## src/rtl/fetch_pkg.sv

```systemverilog
// ============================================================================
// fetch_pkg : shared types and constants for the instruction-fetch stage
// Rev 1.0
// ============================================================================
`default_nettype none

package fetch_pkg;

   localparam int          ILEN  = 32;
   localparam logic [31:0] I_NOP = 32'h0000_0013;

   typedef struct packed {
      logic [31:0] pc;
      logic [31:0] instr;
   } fetch_entry_t;

endpackage

`default_nettype wire

```

## src/rtl/fetch_fifo.sv

```systemverilog
// ============================================================================
// fetch_fifo : synchronous FIFO with clear, head look-ahead and occupancy
// Rev 1.0
// ============================================================================
`default_nettype none

module fetch_fifo
   import fetch_pkg::*;
#(
   parameter type T     = fetch_entry_t,
   parameter int  DEPTH = 4
) (
   input  logic                       clk_i,
   input  logic                       rst_ni,
   input  logic                       push_i,
   input  logic                       pop_i,
   input  logic                       clear_i,
   input  T                           data_i,
   output logic                       full_o,
   output logic                       empty_o,
   output logic [$clog2(DEPTH+1)-1:0] count_o,
   output T                           head_o
);

   localparam int PW = $clog2(DEPTH);
   localparam int CW = $clog2(DEPTH+1);

   T              mem_q [DEPTH];
   logic [PW-1:0] rd_ptr_q;
   logic [PW-1:0] wr_ptr_q;
   logic [CW-1:0] count_q;
   logic          do_push;
   logic          do_pop;

   assign empty_o = (count_q == '0);
   assign full_o  = (count_q == CW'(DEPTH));
   assign count_o = count_q;
   assign head_o  = mem_q[rd_ptr_q];

   // A push into a full queue is only taken when the head leaves in the same cycle.
   assign do_pop  = pop_i && !empty_o;
   assign do_push = push_i && (!full_o || do_pop);

   always_ff @(posedge clk_i or negedge rst_ni) begin
      if (!rst_ni) begin
         rd_ptr_q <= '0;
         wr_ptr_q <= '0;
         count_q  <= '0;
      end else if (clear_i) begin
         rd_ptr_q <= '0;
         wr_ptr_q <= '0;
         count_q  <= '0;
      end else begin
         if (do_push) wr_ptr_q <= wr_ptr_q + PW'(1);
         if (do_pop)  rd_ptr_q <= rd_ptr_q + PW'(1);
         count_q <= count_q + CW'(do_push) - CW'(do_pop);
      end
   end

   always_ff @(posedge clk_i) begin
      if (do_push && !clear_i) mem_q[wr_ptr_q] <= data_i;
   end

endmodule

`default_nettype wire

```

## src/rtl/fetch_prefetch_unit.sv

```systemverilog
// ============================================================================
// fetch_prefetch_unit : decoupled fetch with prefetch queue and redirect flush
// Rev 1.0
// ============================================================================
`default_nettype none

module fetch_prefetch_unit
   import fetch_pkg::*;
#(
   parameter logic [31:0] BOOT_ADDR       = 32'h0000_0000,
   parameter int          QUEUE_DEPTH     = 4,
   parameter int          MAX_OUTSTANDING = 2
) (
   input  logic        clk_i,
   input  logic        rst_ni,
   output logic        imem_req_valid_o,
   input  logic        imem_req_ready_i,
   output logic [31:0] imem_req_pc_o,
   input  logic        imem_rsp_valid_i,
   input  logic [31:0] imem_rsp_pc_i,
   input  logic [31:0] imem_rsp_instr_i,
   output logic        decode_valid_o,
   input  logic        decode_ready_i,
   output logic [31:0] decode_instr_o,
   output logic [31:0] decode_pc_o,
   output logic [31:0] decode_pcplus_o,
   input  logic        redirect_i,
   input  logic [31:0] redirect_pc_i
);

   localparam int OW = $clog2(MAX_OUTSTANDING+1);
   localparam int CW = $clog2(QUEUE_DEPTH+1);

   logic [31:0]   fetch_pc_q, fetch_pc_d;
   logic [OW-1:0] outs_q, outs_d;
   logic [OW-1:0] drop_q, drop_d;

   logic          w_full, w_empty, w_push, w_pop;
   logic [CW-1:0] w_count;
   fetch_entry_t  w_rsp_entry, w_head;
   logic          w_credit, w_req_fire, w_rsp_ok;
   logic [31:0]   w_exp_rsp_pc;

   // Credit counts in-flight requests as already occupying queue slots, so a
   // response always has somewhere to land.
   assign w_credit = (outs_q < OW'(MAX_OUTSTANDING)) &&
                     ((32'(w_count) + 32'(outs_q)) < 32'(QUEUE_DEPTH));

   assign imem_req_valid_o = rst_ni && !redirect_i && w_credit;
   assign imem_req_pc_o    = fetch_pc_q;
   assign w_req_fire       = imem_req_valid_o && imem_req_ready_i;

   // Stray responses with nothing outstanding are ignored entirely.
   assign w_rsp_ok = imem_rsp_valid_i && (outs_q != '0);

   assign w_rsp_entry.pc    = imem_rsp_pc_i;
   assign w_rsp_entry.instr = imem_rsp_instr_i;

   assign w_push = w_rsp_ok && (drop_q == '0) && !redirect_i;
   assign w_pop  = decode_valid_o && decode_ready_i;

   always_comb begin
      fetch_pc_d = fetch_pc_q;
      outs_d     = outs_q + OW'(w_req_fire) - OW'(w_rsp_ok);
      drop_d     = drop_q;
      if (redirect_i) begin
         fetch_pc_d = redirect_pc_i;
         drop_d     = outs_d;
      end else begin
         if (w_req_fire) fetch_pc_d = fetch_pc_q + 32'd4;
         if (w_rsp_ok && (drop_q != '0)) drop_d = drop_q - OW'(1);
      end
   end

   always_ff @(posedge clk_i or negedge rst_ni) begin
      if (!rst_ni) begin
         fetch_pc_q <= BOOT_ADDR;
         outs_q     <= '0;
         drop_q     <= '0;
      end else begin
         fetch_pc_q <= fetch_pc_d;
         outs_q     <= outs_d;
         drop_q     <= drop_d;
      end
   end

   fetch_fifo #(
      .T     (fetch_entry_t),
      .DEPTH (QUEUE_DEPTH)
   ) u_fifo (
      .clk_i   (clk_i),
      .rst_ni  (rst_ni),
      .push_i  (w_push),
      .pop_i   (w_pop),
      .clear_i (redirect_i),
      .data_i  (w_rsp_entry),
      .full_o  (w_full),
      .empty_o (w_empty),
      .count_o (w_count),
      .head_o  (w_head)
   );

   assign decode_valid_o  = !w_empty;
   assign decode_instr_o  = decode_valid_o ? w_head.instr         : I_NOP;
   assign decode_pc_o     = decode_valid_o ? w_head.pc            : BOOT_ADDR;
   assign decode_pcplus_o = decode_valid_o ? (w_head.pc + 32'd4)  : 32'd0;

   // The oldest outstanding request address, valid once all stale responses are gone.
   assign w_exp_rsp_pc = fetch_pc_q - {{(30-OW){1'b0}}, outs_q, 2'b00};

   a_outs_bound: assert property (@(posedge clk_i) disable iff (!rst_ni)
      outs_q <= OW'(MAX_OUTSTANDING));
   a_count_bound: assert property (@(posedge clk_i) disable iff (!rst_ni)
      w_count <= CW'(QUEUE_DEPTH));
   a_drop_bound: assert property (@(posedge clk_i) disable iff (!rst_ni)
      drop_q <= outs_q);
   a_no_overflow: assert property (@(posedge clk_i) disable iff (!rst_ni)
      (w_full && w_push) |-> w_pop);
   a_rsp_expected: assert property (@(posedge clk_i) disable iff (!rst_ni)
      imem_rsp_valid_i |-> (outs_q != '0));
   a_rsp_order: assert property (@(posedge clk_i) disable iff (!rst_ni)
      w_push |-> (imem_rsp_pc_i == w_exp_rsp_pc));

endmodule

`default_nettype wire
```

## config.mk

```make
export PLATFORM = sky130hd
export DESIGN_NAME = fetch_prefetch_unit
export DESIGN_NICKNAME = d
export VERILOG_FILES = /design/src/rtl/fetch_pkg.sv /design/src/rtl/fetch_fifo.sv /design/src/rtl/fetch_prefetch_unit.sv
export SDC_FILE = /design/constraint.sdc
export NUM_CORES = 1
export LEC_CHECK = 0
export ABC_AREA = 1
export CORE_UTILIZATION = 58
export DETAILED_ROUTE_END_ITERATION = 6
export DONT_BUFFER_PORTS = 1
export HOLD_SLACK_MARGIN = 0.1
export PLACE_DENSITY = 0.84
export SLEW_MARGIN = 20
export SYNTH_ARGS = -nofsm -noshare
export SYNTH_HDL_FRONTEND = slang
export SYNTH_SLANG_ARGS = --single-unit
```

## constraint.sdc

```tcl
create_clock -name clk_i -period 3.6 [get_ports clk_i]
set_input_delay 0.72 -clock clk_i [delete_from_list [all_inputs] [get_ports clk_i]]
set_output_delay 0.72 -clock clk_i [all_outputs]
set_load 0.02 [all_outputs]
```

## Yosys cells after proc, flatten, opt, wreduce, memory -nomap -nowiden

Memory sizes are Yosys's and may differ from the RTL's.
Cells that the tools add are included.

- $add $sub $neg: 10
- Order comparisons: 2
- Eq/ne operators: 1
- Mux-type cells: 14
- Reduce and logical (&&, ||, !) cells: 24

Operator list:

| kind | count |
|---|---|
| $mux 32 | 5 |
| $add 32x3->32 const B | 2 |
| $logic_and 1x1->1 | 12 |
| $mux 2 | 6 |
| $reduce_bool 2->1 | 6 |
| $add 2x1->2 const B | 2 |
| $add 3x2->4 | 1 |
| $lt 4x3->1 const B | 1 |
| $add 3x1->3 | 1 |
| $eq 3x3->1 const B | 1 |
| $logic_not 1->1 | 3 |
| $logic_not 3->1 | 1 |
| $mux 3 | 1 |
| $sub 3x1->3 | 1 |
| $add 2x1->2 | 1 |
| $logic_not 2->1 | 1 |
| $lt 2x2->1 const B | 1 |
| $mux 1 | 2 |
| $sub 2x1->2 | 1 |
| $sub 2x1->2 const B | 1 |
| $logic_or 1x1->1 | 1 |

- Register bits: 43
- Memory bits (writable): 256
- Bits of input ports: 102
- Output and inout port bits: 130
- Word-level logic and storage cells: 58
- Memories kept: 1

Memory list:

| name | words | width | read ports | clocked after memory_dff | write ports | RTL line | RTL |
|---|---|---|---|---|---|---|---|
| u_fifo.mem_q | 4 | 64 | 1 | 0 | 1 | fetch_fifo.sv:28 | `T mem_q [DEPTH];` |

## Depth between registers and ports, before layout

- Depth after elaboration: 9
- Gate-level depth with buffers: 17
- Mapped depth without buffers: 15

## Hierarchy

A second synthesis with hierarchy kept.

- Cells, all modules: 1463
- Area total of the unflattened synthesis: 14027.2 sq um

By module, submodules not included:

| module | times used | cells an instance | area each (sq um) | seq. area each (sq um) |
|---|---|---|---|---|
| fetch_fifo | 1 | 681 | 9957.0 | 7862.5 |
| fetch_prefetch_unit | 1 | 782 | 4070.2 | 900.9 |

## Worst setup path before layout

OpenSTA, ideal clock, no wires.

- Path type: input port to flip-flop
- Start point: input imem_rsp_valid_i
- End point: memory u_fifo.mem_q[0][0] (netlist name), enable pin
- Setup time: 487 ps
- Arrival: 3761 ps
- Required time: 3113 ps
- Path slack: -648 ps
- Stages on the path: 4
- Buffers on the path: 0
- Cells stage by stage: o21ai_0 inv_1 nand4_1 nor2_1

- Cells in the longest elaborated chain, start to end: 7

RTL lines:

| what | RTL line | RTL |
|---|---|---|
| start, declared | fetch_prefetch_unit.sv:19 | `input logic imem_rsp_valid_i,` |
| $logic_and 1x1->1 | fetch_prefetch_unit.sv:54 | `assign w_rsp_ok = imem_rsp_valid_i && (outs_q != '0);` |
| $logic_and 1x1->1 (2 in series) | fetch_prefetch_unit.sv:59 | `assign w_push = w_rsp_ok && (drop_q == '0) && !redirect_i;` |
| $logic_and 1x1->1 | fetch_fifo.sv:42 | `assign do_push = push_i && (!full_o \|\| do_pop);` |
| $logic_and 1x1->1 | fetch_fifo.sv:61 | `if (do_push && !clear_i) mem_q[wr_ptr_q] <= data_i;` |
| $mux 1 | fetch_fifo.sv:61 |  |
| $mux 1 (implied by the code) | fetch_fifo.sv:61 |  |
| end, declared | fetch_fifo.sv:28 |  |

Every way passes these cells.

## Worst setup path in the final report

- Start point: register u_fifo.rd_ptr_q[0]
- End point: output decode_pcplus_o[26]

- Cells in the longest elaborated chain, start to end: 3

RTL lines:

| what | RTL line | RTL |
|---|---|---|
| start, declared | fetch_fifo.sv:29 | `logic [PW-1:0] rd_ptr_q;` |
| start signal, assigned | fetch_fifo.sv:55 | `if (do_pop) rd_ptr_q <= rd_ptr_q + PW'(1);` |
| $mem_v2 4x64 | - |  |
| $add 32x3->32 | fetch_prefetch_unit.sv:106 | `assign decode_pcplus_o = decode_valid_o ? (w_head.pc + 32'd4) : 32'd0;` |
| $mux 32 | fetch_prefetch_unit.sv:106 |  |
| end, declared | fetch_prefetch_unit.sv:26 | `output logic [31:0] decode_pcplus_o,` |

Every way passes these cells.

==> flow_metrics.env <==
export IMPL_vias=11020
export IMPL_grt_use_total_pct=27.48
export IMPL_worstPathCellList="buf_6 -> buf_6 -> nand2_1 -> nand2_1 -> nand2_1 -> nand2_2 -> nand2_2 -> nor2_2 -> nand2_2 -> nor2_4 -> buf_4 -> nand3_1 -> nand2_1 -> nand2_1 -> inv_1"
export IMPL_crit_top_cell="nand2_1"
export IMPL_numPortBuffers=0
export IMPL_cp_top_family="simple AND/OR/NAND/NOR gates"
export IMPL_end_kind="output pin"
export IMPL_p_sw_mw=4.814
export IMPL_htreeDepth=1
export IMPL_clock_skew_final_ns=0.02185
export IMPL_dieArea_um2=25370
export IMPL_path_clk_slew_ns=0.06
export IMPL_ioPinCount=232
export IMPL_cp_start_kind="flop"
export IMPL_critical_path_class="reg -> out"
export IMPL_pwr_share_clk_pct=25.2
export IMPL_power_leakage_nw=6.418
export IMPL_nNetsFinal=1689
export IMPL_cts_tree="built"
export IMPL_area_growth_pct=13.03
export IMPL_final_period_utilization_pct=96.37
export IMPL_drc=0
export IMPL_seq_area_frac_synth_pct=61.08
export IMPL_register_area_um2=8768
export IMPL_fin_crit_ns=3.469
export IMPL_antenna_found_initial=0
export IMPL_hold_viol=0
export IMPL_slew_headroom_pct=51.07
export IMPL_synth_distinct_cells=39
export IMPL_syn_inst=1532
export IMPL_max_freq_ghz=0.2883
export IMPL_syn_avg_cell_area_um2=9.365
export IMPL_finalPower_mw=11.64
export IMPL_syn_nets=1647
export IMPL_place_congestion=1.012
export IMPL_dr_pass1_iters=5
export IMPL_p_comb_share_pct=38.8
export IMPL_start_util_pct=59.00
export IMPL_overflow=0
export IMPL_cp_required_ns=2.88
export IMPL_intPower_mw=6.828
export IMPL_asyncSetResetFlopFracSynth_pct=14.38
export IMPL_diodes=0
export IMPL_cts_sinks=299
export IMPL_outcome="finished clean"
export IMPL_crit_buf_inv=4
export IMPL_tightestPinTransition_ns=0.7339
export IMPL_core_area_um2=24320
export IMPL_irDropWorstVdd_mv=0.6144
export IMPL_cts_buffers=30
export IMPL_die_w_um=159.3
export IMPL_drt_initial_drc_count=1143
export IMPL_setup_viol=0
export IMPL_grt_pass1_vias=10704
export IMPL_pre_cts_ws_ns=0.4074
export IMPL_arrival_ns=2.75
export IMPL_fin_util_pct=66.68
export IMPL_grt_pass1_wl_mm=55.21
export IMPL_drt_total_wl_mm=35.56
export IMPL_slew_violations=0
export IMPL_cpPeakStageDelay_ns=0.56
export IMPL_layout_drive_gt1_share_pct=12.20
export IMPL_synth_edf_count=256
export IMPL_netlist_area_um2=14350
export IMPL_critPathSlowestCell="dfrtp_4"
export IMPL_hpwl_mm=22.49
export IMPL_holdWs_ns=0.2292
export IMPL_hold_path_class="in -> reg"
export IMPL_fin_ws_ns=0.1308
export IMPL_clockBufferDepth=3
export IMPL_ant_nets=0
export IMPL_die_h_um=159.3
export IMPL_powerDensity_nw_per_um2=717.9
export IMPL_drt_wirelength_per_cell_um=18.50
export IMPL_ys_flop_type="edfxtp_1"
export IMPL_p_seq_share_pct=36.1
export IMPL_switching_share_pct=41.35
export IMPL_worstSkewPairLatency_ns=0.56
export IMPL_yosysWarnings=0
export IMPL_maxCapViolCount=0
export IMPL_finalSetupTns_ns=0
export IMPL_nFillCells=1890
export IMPL_cts_root_buf="clkbuf_16"
export IMPL_ys_ff_latch=299
export IMPL_placementRows=57
export IMPL_crit_fanout=12
export IMPL_viasPerCell=5.734
export IMPL_rsz0062_at_grt="true"
export IMPL_grt_max_degree=70
export IMPL_multiInputGateArea_um2=4941
[synthesized netlist by cell type, drive strengths merged (3+ instances only)]
cell    count  area (um^2)
nand3      89        445.4
o21ai      85        425.4
nand4      14        87.58
inv        97        371.6
edfxtp    256         7687
xnor2       8        70.07
nor2      281         1107
nand3b      3        22.52
a21oi      49        245.2
nand2     460         1759
clkbuf     22        82.58
buf        45        306.5
o221ai      3        26.28
xor2       19        166.4
o21bai      3        22.52
ha         12        150.1
dfrtp      43         1076
a31oi       3        18.77
o211ai     11        82.58
o311ai      4        35.03
nor3       15        80.08
[final cells by class]
cell class / count / area share, %
clock inverter: 24 / 1.119
inverter: 99 / 2.384
multi-input combinational: 1067 / 30.47
sequential: 299 / 54.07
timing repair buffer: 75 / 4.629
tap: 324 / 2.500
clock buffer: 32 / 4.676
timing repair inverter: 2 / 0.1543
[sequential cells by signal, summed over array words and instances, names as in the netlist]
name	cells
u_fifo.wr_ptr_q	2
drop_q	2
u_fifo.rd_ptr_q	2
imem_req_pc_o	32
u_fifo.mem_q	256
u_fifo.count_o	3
outs_q	2
[worst reg2reg max path: stages (launching register included)]
cell and delay, ns:
dfrtp_1 0.45, ha_1 0.30, nand3_1 0.08, nand3b_1 0.08, nor3_1 0.18, buf_4 0.19, nand2_1 0.09, buf_4 0.20
nand2_1 0.44, inv_1 0.43, nand2_1 0.15, nand2_1 0.05, o21bai_1 0.14
[metrics by stage]
| step | cell area [um^2] | instances |
|---|---|---|
| after CTS | 15950 | 1911 |
| after floorplan | 14350 | 1532 |
| after detailed placement | 14900 | 1848 |
| final | 16220 | 1922 |
| after global placement | 14900 | 1848 |
| after global routing | 16220 | 1922 |
[cells by family (layout without fill, tap and decap cells)]
group / after synthesis / after routing / share of synthesized area (%)
adders and majority gates: 13 / 13 / 1.186
DFF: 299 / 299 / 61.08
AOI/OAI and AO/OA: 161 / 161 / 6.148
and+or+nand+nor: 866 / 866 / 24.58
buffers and inverters: 166 / 232 / 5.354
xor gates and xnor gates: 27 / 27 / 1.648
[routing by layer]
layer	vias up	global-route usage, %	routed length (um)
met5	-	0	0
met4	0	8.392	807
met3	53	5.470	3108
met2	553	48.07	17980
met1	5246	34.54	13670
li1	5168	-	-
[power by group through the flow]
| stage | Combinational, mW | Clock, mW | Sequential, mW |
|---|---|---|---|
| after CTS | 4.32 | 2.98 | 4.19 |
| after global routing | 4.89 | 3.11 | 4.22 |
| after detailed placement | 4.21 | 0 | 4.27 |
| final | 4.51 | 2.93 | 4.20 |
| after global placement | 4.13 | 0 | 4.26 |
| after floorplan | 3.18 | 0 | 4.20 |
[worst paths after layout]
check	from	to	slack, ns	cells past startpoint
setup / recovery	u_fifo.rd_ptr_q[0]	decode_pcplus_o[26]	0.13	15
hold / removal	redirect_i	u_fifo.count_o[0]	0.23	1
setup reg to reg	u_fifo.count_o[1]	imem_req_pc_o[22]	0.71	12
hold reg to reg	outs_q[0]	outs_q[0]	0.56	1
max in group asynchronous	rst_ni	u_fifo.rd_ptr_q[0]	2.70	2
min in group asynchronous	rst_ni	imem_req_pc_o[2]	0.66	2
[timing repair]
item / CTS / global route
endpoints found under the setup margin: 22 / 21
pin swaps: 1 / 4
gates cloned: 1 / 4
resized for setup: 6 / 46
endpoints found under the hold margin: 43 / 0
buffers inserted: 4 / 7
hold buffers: 2 / 0
[layout by cell type, fill, tap and decap left out, types with 2 or more instances in the layout]
master        n
a21oi_1      49
a31oi_1       3
buf_12        5
buf_16        2
buf_4        58
buf_6         4
buf_8         2
clkbuf_1      2
clkbuf_16    33
clkinv_1      7
clkinv_2      7
clkinv_4      3
clkinv_8      2
clkinvlp_4    5
dfrtp_1      41
edfxtp_1    256
ha_1         12
inv_1        94
inv_6         3
nand2_1     431
nand2_2      29
nand3_1      89
nand3b_1      3
nand4_1      14
nor2_1      248
nor2_2       22
nor2_4       11
nor3_1       14
o211ai_1     11
o21ai_0      85
o21bai_1      3
o221ai_1      3
o311ai_0      4
or2_2         2
xnor2_1       8
xor2_1       19
No activity file was read; power rests on OpenSTA's default activity.
